==> src/rtl/load_store_unit_if.sv <==
`default_nettype none
// ============================================================================
// Module   : load_store_unit_if
// Purpose  : Bundles the issue, memory-controller and writeback signals of the
//            vector load/store unit.
//            slave  : the load/store unit itself
//            master : the surrounding pipeline (issue stage, mem_ctrl, arbiter)
// Signals  : exe_valid/value1/value2/pos/opt/funct3/rd/imm/vl  issue side
//            mc_valid/mc_we/mc_addr/mc_len/mc_src/mc_done/mc_data memory side
//            wb_valid/wb_we/wb_pos/wb_rd/wb_value/wb_ready      writeback side
//            busy/overflow_err                                   status
// Revision : 1.0 - initial release
// ============================================================================
interface load_store_unit_if #(
  parameter int unsigned XLEN        = 32,
  parameter int unsigned VLEN        = 128,
  parameter int unsigned SB_SIZE_WID = 4,
  parameter int unsigned OPT_WID     = 2,
  parameter int unsigned FUNCT3_WID  = 3,
  parameter int unsigned REG_WID     = 5
) ();

  // Issue side
  logic                   exe_valid;
  logic [VLEN-1:0]        value1;
  logic [VLEN-1:0]        value2;
  logic [SB_SIZE_WID-1:0] pos;
  logic [OPT_WID-1:0]     opt;
  logic [FUNCT3_WID-1:0]  funct3;
  logic [REG_WID-1:0]     rd;
  logic [XLEN-1:0]        imm;
  logic [XLEN-1:0]        vl;

  // Memory controller side
  logic                   mc_valid;
  logic                   mc_we;
  logic [XLEN-1:0]        mc_addr;
  logic [XLEN-1:0]        mc_len;
  logic [VLEN-1:0]        mc_src;
  logic                   mc_done;
  logic [VLEN-1:0]        mc_data;

  // Writeback side
  logic                   wb_valid;
  logic                   wb_we;
  logic [SB_SIZE_WID-1:0] wb_pos;
  logic [REG_WID-1:0]     wb_rd;
  logic [VLEN-1:0]        wb_value;
  logic                   wb_ready;

  // Status
  logic                   busy;
  logic                   overflow_err;

  modport slave (
    input  exe_valid, value1, value2, pos, opt, funct3, rd, imm, vl,
    output mc_valid, mc_we, mc_addr, mc_len, mc_src,
    input  mc_done, mc_data,
    output wb_valid, wb_we, wb_pos, wb_rd, wb_value,
    input  wb_ready,
    output busy, overflow_err
  );

  modport master (
    output exe_valid, value1, value2, pos, opt, funct3, rd, imm, vl,
    input  mc_valid, mc_we, mc_addr, mc_len, mc_src,
    output mc_done, mc_data,
    input  wb_valid, wb_we, wb_pos, wb_rd, wb_value,
    output wb_ready,
    input  busy, overflow_err
  );

endinterface
`default_nettype wire

==> src/rtl/load_store_unit.sv <==
`default_nettype none
// ============================================================================
// Module   : load_store_unit
// Purpose  : Vector unit-stride load/store execution unit. Issued operations
//            are queued in a small in-order FIFO; each one performs a single
//            variable-length mem_ctrl transaction and then presents a
//            completion (with load data) to the writeback arbiter.
// Ports    : clk  - clock, rising edge
//            rst  - asynchronous active-high reset
//            bus  - load_store_unit_if.slave (issue, mem_ctrl, writeback and
//                   status signals; all outputs are registered)
// Revision : 1.0 - initial release
// ============================================================================
module load_store_unit #(
  parameter int unsigned DEPTH       = 2,
  parameter int unsigned XLEN        = 32,
  parameter int unsigned VLEN        = 128,
  parameter int unsigned SB_SIZE_WID = 4,
  parameter int unsigned OPT_WID     = 2,
  parameter int unsigned FUNCT3_WID  = 3,
  parameter int unsigned REG_WID     = 5,
  parameter int unsigned OPT_LOAD    = 1,
  parameter int unsigned OPT_STORE   = 2
) (
  input  logic              clk,
  input  logic              rst,
  load_store_unit_if.slave  bus
);

  localparam int unsigned PTR_W  = $clog2(DEPTH);
  localparam int unsigned CNT_W  = PTR_W + 1;
  localparam int unsigned NBYTES = VLEN / 8;

  typedef struct packed {
    logic                   we;
    logic [XLEN-1:0]        addr;
    logic [XLEN-1:0]        len;
    logic [VLEN-1:0]        src;
    logic [SB_SIZE_WID-1:0] pos;
    logic [REG_WID-1:0]     rd;
  } entry_t;

  typedef enum logic [1:0] {
    S_IDLE = 2'd0,
    S_REQ  = 2'd1,
    S_WB   = 2'd2
  } state_t;

  // --------------------------------------------------------------------------
  // Enqueue-side decode: address, element size and byte length
  // --------------------------------------------------------------------------
  logic            is_load;
  logic            is_store;
  logic            enq_req;
  logic [1:0]      eb_log2;
  logic [XLEN-1:0] max_el;
  logic [XLEN-1:0] vl_clamp;
  entry_t          new_entry;
  logic            unused_value1_hi;

  assign is_load  = (bus.opt == OPT_WID'(OPT_LOAD));
  assign is_store = (bus.opt == OPT_WID'(OPT_STORE));
  assign enq_req  = bus.exe_valid && (is_load || is_store);

  // Unrecognised EEW encodings fall back to byte elements.
  always_comb begin
    eb_log2 = 2'd0;
    case (bus.funct3)
      FUNCT3_WID'(5): eb_log2 = 2'd1;
      FUNCT3_WID'(6): eb_log2 = 2'd2;
      FUNCT3_WID'(7): eb_log2 = 2'd3;
      default:        eb_log2 = 2'd0;
    endcase
  end

  // Elements per register = VLEN/EEW; vl beyond that is clamped.
  assign max_el   = XLEN'(NBYTES) >> eb_log2;
  assign vl_clamp = (bus.vl < max_el) ? bus.vl : max_el;

  always_comb begin
    new_entry      = '0;
    new_entry.we   = is_store;
    new_entry.addr = bus.value1[XLEN-1:0] + bus.imm;
    new_entry.len  = vl_clamp << eb_log2;
    new_entry.src  = bus.value2;
    new_entry.pos  = bus.pos;
    new_entry.rd   = bus.rd;
  end

  // Only the low XLEN bits of value1 carry the base address.
  assign unused_value1_hi = ^bus.value1[VLEN-1:XLEN];

  // --------------------------------------------------------------------------
  // In-order FIFO
  // --------------------------------------------------------------------------
  entry_t            fifo_mem [DEPTH];
  logic [PTR_W-1:0]  wr_ptr_q;
  logic [PTR_W-1:0]  rd_ptr_q;
  logic [CNT_W-1:0]  count_q;
  logic [CNT_W-1:0]  count_d;
  logic              fifo_full;
  logic              enq;
  logic              pop;
  entry_t            head;

  assign head      = fifo_mem[rd_ptr_q];
  assign fifo_full = (count_q == CNT_W'(DEPTH));
  // A pop in the same cycle frees the slot, so a full FIFO can still accept.
  assign enq       = enq_req && (!fifo_full || pop);
  assign count_d   = count_q + CNT_W'(enq) - CNT_W'(pop);

  always_ff @(posedge clk) begin
    if (enq) begin
      fifo_mem[wr_ptr_q] <= new_entry;
    end
  end

  // --------------------------------------------------------------------------
  // Load tail mask: bytes at index >= len are forced to zero
  // --------------------------------------------------------------------------
  logic [VLEN-1:0] tail_mask;

  for (genvar b = 0; b < NBYTES; b++) begin : g_tail_mask
    assign tail_mask[b*8 +: 8] = (XLEN'(b) < head.len) ? 8'hFF : 8'h00;
  end

  // --------------------------------------------------------------------------
  // Control FSM
  // --------------------------------------------------------------------------
  state_t                 state_q;
  state_t                 state_d;
  logic                   mc_valid_q,  mc_valid_d;
  logic                   mc_we_q,     mc_we_d;
  logic [XLEN-1:0]        mc_addr_q,   mc_addr_d;
  logic [XLEN-1:0]        mc_len_q,    mc_len_d;
  logic [VLEN-1:0]        mc_src_q,    mc_src_d;
  logic                   wb_valid_q,  wb_valid_d;
  logic                   wb_we_q,     wb_we_d;
  logic [SB_SIZE_WID-1:0] wb_pos_q,    wb_pos_d;
  logic [REG_WID-1:0]     wb_rd_q,     wb_rd_d;
  logic [VLEN-1:0]        wb_value_q,  wb_value_d;
  logic                   busy_q,      busy_d;
  logic                   overflow_q,  overflow_d;

  always_ff @(posedge clk or posedge rst) begin
    if (rst) begin
      state_q <= S_IDLE;
    end else begin
      state_q <= state_d;
    end
  end

  always_comb begin
    state_d    = state_q;
    mc_valid_d = mc_valid_q;
    mc_we_d    = mc_we_q;
    mc_addr_d  = mc_addr_q;
    mc_len_d   = mc_len_q;
    mc_src_d   = mc_src_q;
    wb_valid_d = wb_valid_q;
    wb_we_d    = wb_we_q;
    wb_pos_d   = wb_pos_q;
    wb_rd_d    = wb_rd_q;
    wb_value_d = wb_value_q;
    pop        = 1'b0;

    case (state_q)
      S_IDLE: begin
        if (count_q != '0) begin
          wb_pos_d = head.pos;
          wb_rd_d  = head.rd;
          if (head.len != '0) begin
            state_d    = S_REQ;
            mc_valid_d = 1'b1;
            mc_we_d    = head.we;
            mc_addr_d  = head.addr;
            mc_len_d   = head.len;
            mc_src_d   = head.src;
          end else begin
            // Zero-length op completes without touching memory.
            state_d    = S_WB;
            wb_valid_d = 1'b1;
            wb_we_d    = 1'b0;
            wb_value_d = '0;
          end
        end
      end

      S_REQ: begin
        if (bus.mc_done) begin
          state_d    = S_WB;
          mc_valid_d = 1'b0;
          wb_valid_d = 1'b1;
          wb_we_d    = !head.we;
          wb_value_d = head.we ? bus.mc_data : (bus.mc_data & tail_mask);
        end
      end

      S_WB: begin
        if (bus.wb_ready) begin
          state_d    = S_IDLE;
          wb_valid_d = 1'b0;
          wb_we_d    = 1'b0;
          pop        = 1'b1;
        end
      end

      default: begin
        state_d = S_IDLE;
      end
    endcase
  end

  assign busy_d     = (count_d != '0) || (state_d != S_IDLE);
  assign overflow_d = overflow_q || (enq_req && fifo_full && !pop);

  always_ff @(posedge clk or posedge rst) begin
    if (rst) begin
      wr_ptr_q   <= '0;
      rd_ptr_q   <= '0;
      count_q    <= '0;
      mc_valid_q <= 1'b0;
      mc_we_q    <= 1'b0;
      mc_addr_q  <= '0;
      mc_len_q   <= '0;
      mc_src_q   <= '0;
      wb_valid_q <= 1'b0;
      wb_we_q    <= 1'b0;
      wb_pos_q   <= '0;
      wb_rd_q    <= '0;
      wb_value_q <= '0;
      busy_q     <= 1'b0;
      overflow_q <= 1'b0;
    end else begin
      if (enq) begin
        wr_ptr_q <= wr_ptr_q + PTR_W'(1);
      end
      if (pop) begin
        rd_ptr_q <= rd_ptr_q + PTR_W'(1);
      end
      count_q    <= count_d;
      mc_valid_q <= mc_valid_d;
      mc_we_q    <= mc_we_d;
      mc_addr_q  <= mc_addr_d;
      mc_len_q   <= mc_len_d;
      mc_src_q   <= mc_src_d;
      wb_valid_q <= wb_valid_d;
      wb_we_q    <= wb_we_d;
      wb_pos_q   <= wb_pos_d;
      wb_rd_q    <= wb_rd_d;
      wb_value_q <= wb_value_d;
      busy_q     <= busy_d;
      overflow_q <= overflow_d;
    end
  end

  assign bus.mc_valid     = mc_valid_q;
  assign bus.mc_we        = mc_we_q;
  assign bus.mc_addr      = mc_addr_q;
  assign bus.mc_len       = mc_len_q;
  assign bus.mc_src       = mc_src_q;
  assign bus.wb_valid     = wb_valid_q;
  assign bus.wb_we        = wb_we_q;
  assign bus.wb_pos       = wb_pos_q;
  assign bus.wb_rd        = wb_rd_q;
  assign bus.wb_value     = wb_value_q;
  assign bus.busy         = busy_q;
  assign bus.overflow_err = overflow_q;

endmodule
`default_nettype wire
==> src/flat_wrapper.sv <==
// flat-port wrapper written by rule: the top's interface ports become plain ports
module load_store_unit_flat 
#(
  parameter int unsigned DEPTH       = 2,
  parameter int unsigned XLEN        = 32,
  parameter int unsigned VLEN        = 128,
  parameter int unsigned SB_SIZE_WID = 4,
  parameter int unsigned OPT_WID     = 2,
  parameter int unsigned FUNCT3_WID  = 3,
  parameter int unsigned REG_WID     = 5,
  parameter int unsigned OPT_LOAD    = 1,
  parameter int unsigned OPT_STORE   = 2
)
  (clk, rst, bus_exe_valid, bus_value1, bus_value2, bus_pos, bus_opt, bus_funct3, bus_rd, bus_imm, bus_vl, bus_mc_valid, bus_mc_we, bus_mc_addr, bus_mc_len, bus_mc_src, bus_mc_done, bus_mc_data, bus_wb_valid, bus_wb_we, bus_wb_pos, bus_wb_rd, bus_wb_value, bus_wb_ready, bus_busy, bus_overflow_err);
  load_store_unit_if #(.XLEN(XLEN), .VLEN(VLEN), .SB_SIZE_WID(SB_SIZE_WID), .OPT_WID(OPT_WID), .FUNCT3_WID(FUNCT3_WID), .REG_WID(REG_WID)) bus_i ();
  input  logic clk;
  input  logic rst;
  input wire logic [$bits(bus_i.exe_valid)-1:0] bus_exe_valid;
  input wire logic [$bits(bus_i.value1)-1:0] bus_value1;
  input wire logic [$bits(bus_i.value2)-1:0] bus_value2;
  input wire logic [$bits(bus_i.pos)-1:0] bus_pos;
  input wire logic [$bits(bus_i.opt)-1:0] bus_opt;
  input wire logic [$bits(bus_i.funct3)-1:0] bus_funct3;
  input wire logic [$bits(bus_i.rd)-1:0] bus_rd;
  input wire logic [$bits(bus_i.imm)-1:0] bus_imm;
  input wire logic [$bits(bus_i.vl)-1:0] bus_vl;
  output wire logic [$bits(bus_i.mc_valid)-1:0] bus_mc_valid;
  output wire logic [$bits(bus_i.mc_we)-1:0] bus_mc_we;
  output wire logic [$bits(bus_i.mc_addr)-1:0] bus_mc_addr;
  output wire logic [$bits(bus_i.mc_len)-1:0] bus_mc_len;
  output wire logic [$bits(bus_i.mc_src)-1:0] bus_mc_src;
  input wire logic [$bits(bus_i.mc_done)-1:0] bus_mc_done;
  input wire logic [$bits(bus_i.mc_data)-1:0] bus_mc_data;
  output wire logic [$bits(bus_i.wb_valid)-1:0] bus_wb_valid;
  output wire logic [$bits(bus_i.wb_we)-1:0] bus_wb_we;
  output wire logic [$bits(bus_i.wb_pos)-1:0] bus_wb_pos;
  output wire logic [$bits(bus_i.wb_rd)-1:0] bus_wb_rd;
  output wire logic [$bits(bus_i.wb_value)-1:0] bus_wb_value;
  input wire logic [$bits(bus_i.wb_ready)-1:0] bus_wb_ready;
  output wire logic [$bits(bus_i.busy)-1:0] bus_busy;
  output wire logic [$bits(bus_i.overflow_err)-1:0] bus_overflow_err;
  assign bus_i.exe_valid = bus_exe_valid;
  assign bus_i.value1 = bus_value1;
  assign bus_i.value2 = bus_value2;
  assign bus_i.pos = bus_pos;
  assign bus_i.opt = bus_opt;
  assign bus_i.funct3 = bus_funct3;
  assign bus_i.rd = bus_rd;
  assign bus_i.imm = bus_imm;
  assign bus_i.vl = bus_vl;
  assign bus_mc_valid = bus_i.mc_valid;
  assign bus_mc_we = bus_i.mc_we;
  assign bus_mc_addr = bus_i.mc_addr;
  assign bus_mc_len = bus_i.mc_len;
  assign bus_mc_src = bus_i.mc_src;
  assign bus_i.mc_done = bus_mc_done;
  assign bus_i.mc_data = bus_mc_data;
  assign bus_wb_valid = bus_i.wb_valid;
  assign bus_wb_we = bus_i.wb_we;
  assign bus_wb_pos = bus_i.wb_pos;
  assign bus_wb_rd = bus_i.wb_rd;
  assign bus_wb_value = bus_i.wb_value;
  assign bus_i.wb_ready = bus_wb_ready;
  assign bus_busy = bus_i.busy;
  assign bus_overflow_err = bus_i.overflow_err;
  load_store_unit #(.DEPTH(DEPTH), .XLEN(XLEN), .VLEN(VLEN), .SB_SIZE_WID(SB_SIZE_WID), .OPT_WID(OPT_WID), .FUNCT3_WID(FUNCT3_WID), .REG_WID(REG_WID), .OPT_LOAD(OPT_LOAD), .OPT_STORE(OPT_STORE)) u_core (.clk(clk), .rst(rst), .bus(bus_i));
endmodule
==> config.mk <==
export PLATFORM = sky130hd
export DESIGN_NAME = load_store_unit_flat
export DESIGN_NICKNAME = d
export VERILOG_FILES = /design/src/rtl/load_store_unit_if.sv /design/src/rtl/load_store_unit.sv /design/src/flat_wrapper.sv
export SDC_FILE = /design/constraint.sdc
export NUM_CORES = 1
export LEC_CHECK = 0
export BUFFER_PORTS_ARGS = -buffer_cell sky130_fd_sc_hd__buf_4
export CORE_AREA = 3 3 307 309
export CTS_BUF_LIST = sky130_fd_sc_hd__clkbuf_4 sky130_fd_sc_hd__clkbuf_8
export DETAILED_ROUTE_END_ITERATION = 6
export DIE_AREA = 0 0 310 312
export GPL_TIMING_DRIVEN = 0
export PLACE_DENSITY_LB_ADDON = 0.05
export SKIP_CTS_REPAIR_TIMING = 1
export SLEW_MARGIN = 15
export SYNTH_ARGS = -nofsm -noshare
export SYNTH_HDL_FRONTEND = slang
export SYNTH_SLANG_ARGS = --single-unit
==> constraint.sdc <==
create_clock -name clk -period 30.1 [get_ports clk]
set_input_delay 1.505 -clock clk [delete_from_list [all_inputs] [get_ports clk]]
set_output_delay 1.505 -clock clk [all_outputs]
set_load 0.01 [all_outputs]
==> metrics.md <==
| Metric | Value |
|---|---|
| Post-synth EDFFs | 404 |
| Syn Area/Cell | 14.59 sq um |
| Share of synthesized area spent on multiplexers | 0.07243 |
| Cells along the critical path | buf_4 -> ha_1 -> inv_1 -> fa_1 -> nor2b_1 -> o31a_1 -> o31ai_1 -> a21o_1 -> nor4_1 -> o31ai_1 -> o21ai_1 -> o211ai_1 -> xnor2_1 |
| Drt first pass iters | 5 |
| DRC violation count after routing | 0 |
| Maximum clock path buffer count | 3 |
| Startpoint kind of the worst setup timing path | primary input |
| Result of the run | finished, final reports clean |
| Overflow left after global routing | 0 |
| Core ar. | 91660 sq um |
| Slowest stage delay, CP | 500 ps |
| Xor/xnor cell area share of the yosys netlist | 0.008906 |
| Part of the Yosys area used for sequential elements | 0.7246 |
| Met3 GRT Util | 0.07230 |
| Skew final | ~36 ps |
| Routing usage on met1 | 0.2194 |
| Biggest fanout along the worst timing path | 3 |
| F_max | 260.5 MHz |
| Total via count in the routed design | 19490 |
| Area growth syn-to-layout | 36.27% |
| CTS tree | built |
| Clock period minus final worst setup slack | 3838 ps |
| Synthesis warning total | 0 |
| Synthesized cell area | roughly 29000 sq um |
| Top cell type's share of synthesized area | 0.4254 |
| Synth Area in Compound Gates | 0.1018 |
| Vias per cell | 4.667 |
| DP Wirelength | 70260 microns |
| Final Hold Viols | 0 |
| Die footprint | 96720 sq um |
| Y dimension of the die | 312 microns |
| Post-Route Utilization | 0.4240 |
| Capturing element type of the critical path | register |
| GP Congestion | 0.8052 |
| Largest net degree at the start of global routing | slightly below 80 |
| Wire length of the first global-routing pass | between 100000 and 150000 microns |
| Initial standard-cell utilization of the core | 0.3111 |
| Dominant synthesized flop cell | edfxtp_1 |
| Peak supply drop | 0.00004566 V |
| Number of antenna violations at the first check in global routing | 12 |
| Dominant combinational cell family by area after synthesis | compound AO/OA/AOI/OAI gates |
| Number of top-level pins | between 800 and 900 |
| Clk root buf | clkbuf_8 |
| Average wire per cell in the routed design | 22.78 microns |
| Data arrival time of the worst path | ~4400 ps |
| Proportion of synthesized flip-flops having asynchronous set or reset | 0.4577 |
| Number of rows in the core area | 111 |
| Met2 Track Usage GR | 0.3305 |
| Final-report setup violation count | 0 |
| Overall die width | slightly above 300 microns |
| Clock latency on the worst-skew pair | 800 ps |
| Top cell types by occurrence after synthesis | edfxtp_1 (404), dfrtp_1 (341), a21oi_1 (229) |
| Max H-tree Level | 4 |
| Unrepaired setup endpoints after global routing | false |
| Synth unique cells | 62 |
| Number of buffers added by the clock tree synthesis step | 139 |
| Final number of max-transition violations | 0 |
| CP dominant cell by count | o31ai_1 |
| Fraction of the mapped netlist area in adder cells | 0.01693 |
| Worst-path clk slew | 50 ps |
| Power density over the cells | 101.3 nW/um^2 |
| Sum of negative setup slack | 0 ps |
| Measured slew at the worst slew-check pin | 1105 ps |
| Classification of the worst-slack hold path | reg -> reg |
| Count of nets after finishing | 3372 |
| Global route hottest layer | met2 |
| Antenna viol nets, final | 0 |
| Cells after Synth | 1955 |
| I/O Buffers | 703 |
| Main area contributors after synthesis | edfxtp_1 (43%), dfrtp_1 (30%), mux2i_1 (7.1%) |
| Final period util | 0.1275 |
| Final wirelength | between 90000 and 100000 microns |
| Largest area contributor in the synthesized netlist | edfxtp_1 |
| Flop and latch count out of synthesis | ~750 |
| DRC marker count from the first detailed-route iteration | roughly 990 |
| Number of global-route vias before repair | 20920 |
| Hold Worst Slack | 483.1 ps |
| Simple-gate share of the synthesized area | 0.05874 |
| Static leakage power | 16.45 nW |
| Required time at the worst-slack endpoint | 30640 ps |
| Max-slew headroom | 0.2597 |
| Num Clock Sinks | between 700 and 800 |
| Max-capacitance violation count | 0 |
| Most numerous cell in the Yosys netlist | edfxtp_1 |
| Max stage delay cell, worst path | nor4_1 |
| Start-to-end type of the worst setup path | in -> reg |
| Global-route usage over all layers | 0.1935 |
| Ratio of cells with drive above 1 in the final layout | 0.3381 |
[final timing paths]
path | start | to | slack [ps] | cells past startpoint
max in group asynchronous | rst | u_core.bus.mc_src[79]$_DFFE_PP0P_ | 28200 | 4
worst min-delay path | u_core.bus.wb_value[120]$_DFFE_PP0P_ | u_core.bus.wb_value[120]$_DFFE_PP0P_ | 480 | 2
min in group asynchronous | rst | u_core.bus.wb_value[90]$_DFFE_PP0P_ | 710 | 2
worst max-delay path | bus_imm[0] | u_core.fifo_mem[1][199]$_DFFE_PP_ | 26260 | 13
worst max register to register | u_core.state_q[1]$_DFF_PP0_ | u_core.bus.mc_src[119]$_DFFE_PP0P_ | 26370 | 7
worst min register to register | u_core.bus.wb_value[120]$_DFFE_PP0P_ | u_core.bus.wb_value[120]$_DFFE_PP0P_ | 480 | 2
[kinds of logic (layout without fill, tap and decap cells)]
kind of cell               Yosys count  in the layout
and+or+nand+nor                    372            372
buffers and inverters              112           1091
muxes                              206            206
DFF                                745            745
adders and majority gates           38             38
AOI/OAI and AO/OA                  452            452
other                                1             57
xor gates and xnor gates            29             29
[routing by layer]
layer  vias to the layer above  wire length, microns
met5                         -                    61
li1                       9094                     -
met1                      9605                 36590
met4                         8                  2796
met3                       164                  8010
met2                       620                 47680
[through the flow]
step	area [sq um]	power (mW)	std cells	setup slack (ps)
finish	38860	3.938	4176	26260
global route	38860	4.198	4175	25940
CTS	38840	4.021	4167	26020
detailed placement	35980	2.994	3912	25430
global placement	35460	2.995	3891	10150
floorplan	28700	2.252	2002	18180
[report_power, final]
| part | internal [mW] | total [mW] | switching (mW) |
|---|---|---|---|
| Sequential | 1.38 | 1.51 | 0.135 |
| Clock | 0.564 | 0.998 | 0.433 |
| Combinational | 0.590 | 1.43 | 0.838 |
[area by class of cell]
cell class              count  area (sq um)
plain buffers              92         395.4
clock inverters            40         285.3
diodes                      9         22.52
multi-input cells        1145          7577
well taps                1186          1484
repair buffers            724          5776
fillers                  8663         52800
inverters                  20         82.58
clock buffers             215          2577
flip-flops and latches    745         20660
[worst max-delay path, delay by kind of cell]
family | cells | cell delay [ps]
compound gates | 6 | 1140
fa+ha+maj | 2 | 580
buf+inv | 2 | 140
xor+xnor | 1 | 340
simple gates | 2 | 660
[cell usage in the layout, fill, tap and decap left out, drive strengths merged, types with 6 or more instances in the layout]
cell	instances
diode	9
nand2b	9
o21a	8
nand4	6
a22o	120
nand3	9
clkinvlp	6
buf	746
nor2	235
or3	7
edfxtp	404
inv	25
conb	48
xor2	9
a21o	10
a21oi	231
clkinv	27
nor2b	9
clkbuf	285
dfrtp	341
a31oi	6
xnor2	20
nor4	21
o21ai	36
ha	37
mux2i	203
nand2	50
nor3	7
[registers in the layout, summed over array words and instances (netlist names)]
register and flops:
u_core.bus.busy 1, u_core.bus.overflow_err 1, u_core.rd_ptr_q 1, u_core.bus.wb_we 1, u_core.bus.mc_valid 1, u_core.bus.wb_rd 5, u_core.bus.wb_valid 1, u_core.bus.mc_src 128
u_core.bus.wb_pos 4, u_core.wr_ptr_q 1, u_core.bus.mc_addr 32, u_core.bus.mc_we 1, u_core.bus.wb_value 128, u_core.count_q 2, u_core.fifo_mem 404, u_core.state_q 2
u_core.bus.mc_len 32
No activity file was read; power rests on OpenSTA's default activity.
